--- src/rtl/seg7_pkg.sv ---
// Shared types and constants for the 7-segment scan controller.
package seg7_pkg;

    // Width of one digit value fed to the shared seg7 decoder.
    localparam int SEG_W = 4;

    // Scan slot phase: all digits off, or the current digit lit.
    typedef enum logic {
        ST_BLANK = 1'b0,
        ST_SHOW  = 1'b1
    } scan_state_t;

endpackage

--- src/rtl/seg7_scan_timer.sv ---
// Slot timer for the digit scan: counts cycles within a slot, sequences
// BLANK -> SHOW, advances the current digit index round-robin and raises a
// one-cycle frame pulse after the last digit's slot has ended.
module seg7_scan_timer
    import seg7_pkg::*;
#(
    parameter  int N_DIGITS  = 4,
    parameter  int SCAN_DIV  = 50000,
    parameter  int BLANK_CYC = 16,
    localparam int IW        = $clog2(N_DIGITS)
) (
    input  logic          clk,
    input  logic          rst_n,
    output scan_state_t   state,
    output logic [IW-1:0] cur_idx,
    output logic          frame_tick
);

    localparam int            CW            = $clog2(SCAN_DIV);
    localparam logic [CW-1:0] CNT_LAST      = CW'(SCAN_DIV - 1);
    localparam logic [CW-1:0] CNT_BLANK_END = CW'(BLANK_CYC - 1);
    localparam logic [IW-1:0] IDX_LAST      = IW'(N_DIGITS - 1);

    logic [CW-1:0] cnt;
    logic [CW-1:0] cnt_nxt;
    scan_state_t   state_nxt;
    logic [IW-1:0] idx_nxt;
    logic          tick_nxt;
    logic          slot_end;

    assign slot_end = (cnt == CNT_LAST);

    // State register: slot counter, phase, digit index and frame pulse.
    always_ff @(posedge clk) begin
        // NOTE: registers use non-blocking assignments so every flop samples
        // the pre-edge values regardless of statement order.
        if (!rst_n) begin
            state      <= ST_BLANK;
            cnt        <= '0;
            cur_idx    <= '0;
            frame_tick <= 1'b0;
        end else begin
            state      <= state_nxt;
            cnt        <= cnt_nxt;
            cur_idx    <= idx_nxt;
            frame_tick <= tick_nxt;
        end
    end

    // Next-state: counter wraps at the slot end, where the index advances and
    // the phase returns to BLANK; SHOW starts after the blank window.
    always_comb begin
        // NOTE: every combinational output gets a default first so no path
        // leaves it unassigned, which would infer a latch.
        cnt_nxt   = slot_end ? '0 : cnt + 1'b1;
        state_nxt = state;
        idx_nxt   = cur_idx;
        if (slot_end) begin
            state_nxt = ST_BLANK;
            idx_nxt   = (cur_idx == IDX_LAST) ? '0 : cur_idx + 1'b1;
        end else if (cnt == CNT_BLANK_END) begin
            state_nxt = ST_SHOW;
        end
    end

    // Output: frame pulse is raised for the cycle after the last digit's slot.
    always_comb begin
        tick_nxt = slot_end && (cur_idx == IDX_LAST);
    end

endmodule

--- src/rtl/seg7_scan_ctrl.sv ---
// Time-multiplexed scan controller for N_DIGITS 7-segment digits sharing one
// decoder. Holds one value per digit, drives the decoder input and blanking,
// and an active-low one-hot digit select. Writes to the digit currently lit
// are held off until its slot ends, so a value only changes while blanked.
module seg7_scan_ctrl
    import seg7_pkg::*;
#(
    parameter  int N_DIGITS  = 4,
    parameter  int SCAN_DIV  = 50000,
    parameter  int BLANK_CYC = 16,
    localparam int IW        = $clog2(N_DIGITS)
) (
    input  logic                clk,
    input  logic                rst_n,
    input  logic                wr_en,
    input  logic [IW-1:0]       wr_idx,
    input  logic [SEG_W-1:0]    wr_data,
    output logic                wr_ready,
    input  logic [N_DIGITS-1:0] blank_mask,
    output logic [SEG_W-1:0]    dec_in,
    output logic                dec_clear,
    output logic [N_DIGITS-1:0] digit_sel_n,
    output logic                frame_tick
);

    scan_state_t         state;
    logic [IW-1:0]       cur_idx;
    logic [SEG_W-1:0]    val [N_DIGITS];
    logic [N_DIGITS-1:0] cur_onehot;
    logic                wr_accept;

    seg7_scan_timer #(
        .N_DIGITS  (N_DIGITS),
        .SCAN_DIV  (SCAN_DIV),
        .BLANK_CYC (BLANK_CYC)
    ) u_timer (
        .clk        (clk),
        .rst_n      (rst_n),
        .state      (state),
        .cur_idx    (cur_idx),
        .frame_tick (frame_tick)
    );

    // Only the digit being lit is write-protected; out-of-range indices never
    // match cur_idx, so they are always ready and simply dropped below.
    assign wr_ready  = !((state == ST_SHOW) && (wr_idx == cur_idx));
    assign wr_accept = wr_en && wr_ready;

    // Value register file: one entry per digit, written on accepted requests.
    always_ff @(posedge clk) begin
        // NOTE: the value storage is reset on purpose: the display must show
        // zeros after reset, including a reset taken in the middle of a scan.
        if (!rst_n) begin
            for (int i = 0; i < N_DIGITS; i++) begin
                val[i] <= '0;
            end
        end else if (wr_accept) begin
            for (int i = 0; i < N_DIGITS; i++) begin
                if (wr_idx == IW'(i)) begin
                    val[i] <= wr_data;
                end
            end
        end
    end

    // Output decode from registered state: select, decoder value and blanking.
    always_comb begin
        cur_onehot = '0;
        dec_in     = '0;
        for (int i = 0; i < N_DIGITS; i++) begin
            if (cur_idx == IW'(i)) begin
                cur_onehot[i] = 1'b1;
                dec_in        = val[i];
            end
        end
        digit_sel_n = (state == ST_SHOW) ? ~cur_onehot : '1;
        dec_clear   = (state == ST_BLANK) || (|(blank_mask & cur_onehot));
    end

endmodule
--- config.mk ---
export PLATFORM = sky130hd
export DESIGN_NAME = seg7_scan_ctrl
export DESIGN_NICKNAME = d
export VERILOG_FILES = /design/src/rtl/seg7_pkg.sv /design/src/rtl/seg7_scan_timer.sv /design/src/rtl/seg7_scan_ctrl.sv
export SDC_FILE = /design/constraint.sdc
export NUM_CORES = 1
export LEC_CHECK = 0
export ABC_CLOCK_PERIOD_IN_PS = 2180
export BUFFER_PORTS_ARGS = -buffer_cell sky130_fd_sc_hd__buf_2
export CORE_MARGIN = 2
export CORE_UTILIZATION = 55
export CTS_BUF_LIST = sky130_fd_sc_hd__clkbuf_16
export DETAILED_ROUTE_END_ITERATION = 7
export MAX_ROUTING_LAYER = met4
export PLACE_DENSITY = 0.77
export RECOVER_POWER = 25
export SYNTH_ARGS = -nofsm -noshare
export SYNTH_HDL_FRONTEND = slang
export SYNTH_HIERARCHICAL = 1
export SYNTH_SLANG_ARGS = --single-unit
--- constraint.sdc ---
create_clock -name clk -period 2.18 [get_ports clk]
set_clock_uncertainty 0.05 [all_clocks]
set_input_delay 0.109 -clock clk [delete_from_list [all_inputs] [get_ports clk]]
set_output_delay 0.109 -clock clk [all_outputs]
set_load 0.02 [all_outputs]
==> metrics.txt <==
# TYPE chip_impl_metric gauge
chip_impl_metric{name="ys_seq_area_share",unit="%"} 49.6
chip_impl_metric{name="critPathRequiredTime",unit="ns"} 2.02
chip_impl_info{name="setup.worst_path.class",value="reg -> out"} 1
chip_impl_metric{name="fmax",unit="MHz"} 510
chip_impl_metric{name="layout.nets",unit=""} 205
chip_impl_metric{name="final-hold-violation-count",unit=""} 0
chip_impl_metric{name="max_slew.worst_pin.slew",unit="ns"} 0.610
chip_impl_metric{name="wl_per_cell",unit="um"} 15.9
chip_impl_metric{name="met3RoutedLength",unit="um"} 156
chip_impl_metric{name="grt_antenna_before_repair",unit=""} 0
chip_impl_metric{name="dr.first_iter.drc_count",unit=""} 64
chip_impl_metric{name="dr_wl_met2",unit="um"} 2040
chip_impl_metric{name="worst_ir_drop_vdd",unit="V"} 0.000474
chip_impl_info{name="cpLargestDelayFamily",value="flip-flops"} 1
chip_impl_metric{name="syn_area_per_cell",unit="sq um"} 10.8
chip_impl_metric{name="initial_utilization",unit="%"} 58.2
chip_impl_metric{name="drc",unit=""} 0
chip_impl_info{name="library_cell_occupying_the_most_area_in_the_post_synthesis_netlist",value="edfxtp_1"} 1
chip_impl_metric{name="setup_violations",unit=""} 0
chip_impl_info{name="hp-class",value="in -> reg"} 1
chip_impl_metric{name="ys_async_sr_fraction",unit="%"} 0
chip_impl_metric{name="grt_pass1_vias",unit=""} 1282
chip_impl_metric{name="die_width",unit="um"} 60.8
chip_impl_metric{name="grt_usage",unit="%"} 23.8
chip_impl_metric{name="power_leakage",unit="nW"} 0.742
chip_impl_metric{name="final.fill_count",unit=""} 246
chip_impl_metric{name="yosysTopAreaCellShare",unit="%"} 27.1
chip_impl_metric{name="grt_remaining_overflow",unit=""} 0
chip_impl_metric{name="cp_num_buf_inv",unit=""} 1
chip_impl_info{name="yosysMostFrequentCell",value="nor3_1"} 1
chip_impl_metric{name="syn-num-nets",unit=""} 180
chip_impl_metric{name="std_cell_rows",unit=""} 20
chip_impl_metric{name="met1_length",unit="um"} 1430
chip_impl_metric{name="cts_sinks",unit=""} 36
chip_impl_info{name="startpoint_type",value="register"} 1
chip_impl_metric{name="first_pass_grt_wire_length",unit="um"} 5980
chip_impl_metric{name="syn_inst",unit=""} 165
chip_impl_info{name="synth-main-ff-cell",value="dfxtp_1"} 1
chip_impl_metric{name="critical_path.max_stage_delay",unit="ns"} 0.66
chip_impl_metric{name="stdcell_area",unit="sq um"} 2070
chip_impl_metric{name="synth.distinct_cells",unit=""} 36
chip_impl_info{name="critical_path.endpoint_type",value="primary output"} 1
chip_impl_info{name="slowest_stage",value="dfxtp_1"} 1
chip_impl_info{name="timing.critical_path.cells",value="mux4_2, nand2b_1, buf_2"} 1
chip_impl_metric{name="tritoncts.num_buffers",unit=""} 5
chip_impl_metric{name="timing.final.max_slew_violations",unit=""} 0
chip_impl_metric{name="ctsHoldBuffers",unit=""} 0
chip_impl_metric{name="synth.cell_area",unit="sq um"} 1780
chip_impl_metric{name="number_of_setup_buffers_added_after_cts",unit=""} 0
chip_impl_metric{name="n_antenna_cell",unit=""} 0
chip_impl_metric{name="port-buffer-count",unit=""} 23
chip_impl_metric{name="maxSlewHeadroom",unit="%"} 58.9
chip_impl_info{name="tritoncts_clock_tree",value="done"} 1
chip_impl_metric{name="yosys_register_bits",unit=""} 36
chip_impl_metric{name="drive_gt1_share",unit="%"} 19.9
chip_impl_metric{name="cap_viol_max_count",unit=""} 0
chip_impl_metric{name="wirelength",unit="um"} 3730
chip_impl_metric{name="totalNegativeSetupSlack",unit="ns"} 0
chip_impl_metric{name="detail_route.vias_per_cell",unit=""} 5.70
chip_impl_metric{name="clkSlewWorstSetupHoldPaths",unit="ns"} 0.05
chip_impl_info{name="synth.area.top_cells",value="edfxtp_1 27%, dfxtp_1 23%, nor3_1 5.9%"} 1
chip_impl_metric{name="cts.repair.resized",unit=""} 0
chip_impl_metric{name="critical_path_arrival",unit="ns"} 1.80
chip_impl_info{name="synth_commonest_cells",value="21 x nor3_1, 20 x dfxtp_1, 18 x nor2_1"} 1
chip_impl_metric{name="placeableCoreArea",unit="sq um"} 3050
chip_impl_metric{name="first_pass_iters",unit=""} 4
chip_impl_metric{name="dp_hpwl",unit="um"} 2730
chip_impl_info{name="clock_root_buffer",value="clkbuf_16"} 1
chip_impl_metric{name="timing.critical_path.fanout_max",unit=""} 13
chip_impl_metric{name="clock_latency",unit="ns"} 0.28
chip_impl_metric{name="die_area",unit="sq um"} 3700
chip_impl_metric{name="cts.path.max_buffers",unit=""} 2
chip_impl_info{name="routed.top_layer",value="met4"} 1
chip_impl_metric{name="num_vias",unit=""} 1340
chip_impl_metric{name="boundaryPins",unit=""} 24
chip_impl_metric{name="edff_count_synth",unit=""} 16
chip_impl_metric{name="antenna_left",unit=""} 0
chip_impl_info{name="grt_setup_unrepaired",value="false"} 1
chip_impl_metric{name="post-route-period-util",unit="%"} 90.0
chip_impl_metric{name="powerDensity",unit="nW/um^2"} 775
chip_impl_metric{name="final.min_clock_period",unit="ns"} 1.96
chip_impl_metric{name="die_h",unit="um"} 60.8
chip_impl_metric{name="placed_cell_area",unit="sq um"} 1910
chip_impl_metric{name="place_congestion",unit=""} 0.849
chip_impl_info{name="status",value="completed"} 1
chip_impl_metric{name="layout_overhead_on_the_synthesized_area",unit="%"} 16.3
chip_impl_metric{name="grt_max_degree",unit=""} 18
chip_impl_metric{name="htree_levels",unit=""} 2
chip_impl_metric{name="ys_warn_count",unit=""} 6
## where the power goes
| group | internal [mW] | switching, mW |
|---|---|---|
| logic | 0.0302 | 0.0438 |
| registers | 0.727 | 0.0118 |
| clock network | 0.532 | 0.256 |
## layer usage
layer	global-route usage [%]	vias to the layer above
li1	-	648
met1	24.0	637
met2	42.4	41
met3	6.40	14
met4	11.2	0
met5	-	-
## flip-flops by register name, indices dropped and copies added, names as in the netlist
signal and flops:
u_timer/cnt 16, u_timer/cur_idx 2, u_timer/state 1, val 16, u_timer/frame_tick 1
## kinds of logic (layout without fill, tap and decap cells)
| logic type | count (synthesis) | in the layout | share of synthesized area, % |
|---|---|---|---|
| AOI/OAI and AO/OA | 7 | 7 | 2.33 |
| xor gates and xnor gates | 15 | 15 | 7.40 |
| adders and majority gates | 2 | 2 | 1.41 |
| buffers and inverters | 14 | 40 | 4.44 |
| DFF | 36 | 36 | 49.6 |
| muxes | 7 | 7 | 8.10 |
| and+or+nand+nor | 84 | 84 | 26.7 |
## layout make-up
cell class	count	area, sq um	share of cell area (%)
Clock buffer	5	125	6.06
Clock inverter	3	38.8	1.88
Inverter	6	22.5	1.09
Multi-Input combinational cell	115	811	39.2
Sequential cell	36	881	42.6
Tap cell	44	55.1	2.67
Timing Repair Buffer	26	133	6.42
## placed cells by master (no fill, tap or decap), types with 2 or more instances in the layout
| cell type | Yosys | final |
|---|---|---|
| nand3_1 | 5 | 5 |
| nor4_1 | 2 | 2 |
| nand2_1 | 10 | 10 |
| mux4_1 | 3 | 3 |
| nor2_1 | 18 | 18 |
| clkbuf_1 | 3 | 2 |
| mux4_2 | 2 | 2 |
| ha_1 | 2 | 2 |
| xor2_1 | 4 | 4 |
| nor3_1 | 21 | 21 |
| o21ai_0 | 4 | 4 |
| nor2b_1 | 2 | 2 |
| xnor2_1 | 11 | 11 |
| nand4_1 | 5 | 5 |
| edfxtp_1 | 16 | 16 |
| clkbuf_16 | 0 | 5 |
| buf_2 | 0 | 22 |
| mux2i_1 | 2 | 2 |
| inv_1 | 6 | 7 |
| and3b_1 | 2 | 2 |
| nand3b_1 | 2 | 2 |
| and4_1 | 4 | 4 |
| and3_1 | 2 | 2 |
| buf_4 | 3 | 2 |
| nand2b_1 | 2 | 2 |
| dfxtp_1 | 20 | 20 |
| or4_1 | 2 | 2 |
## metrics by stage
stage               total power [mW]  util, %  instances  hold WS, ns  worst slack (ns)
floorplan                      0.792        -        165        0.187             0.570
global placement               0.820     62.6        227        0.402             0.499
detailed placement             0.826     62.6        227        0.407             0.423
CTS                             1.61     68.0        235        0.141             0.180
global route                    1.64     67.7        235        0.148             0.110
finish                          1.60     67.7        235        0.141             0.219
## worst paths after layout
| check | depth (start not counted) | slack (ns) | end | from |
|---|---|---|---|---|
| max | 3 | 0.22 | dec_clear | u_timer/cur_idx[0] |
| min | 2 | 0.14 | u_timer/cur_idx[0] | rst_n |
| max reg2reg | 2 | 0.41 | val[1][2] | u_timer/cur_idx[1] |
| min reg2reg | 1 | 0.42 | u_timer/cnt[0] | u_timer/cnt[0] |
Power figures use the tool's default switching activity.
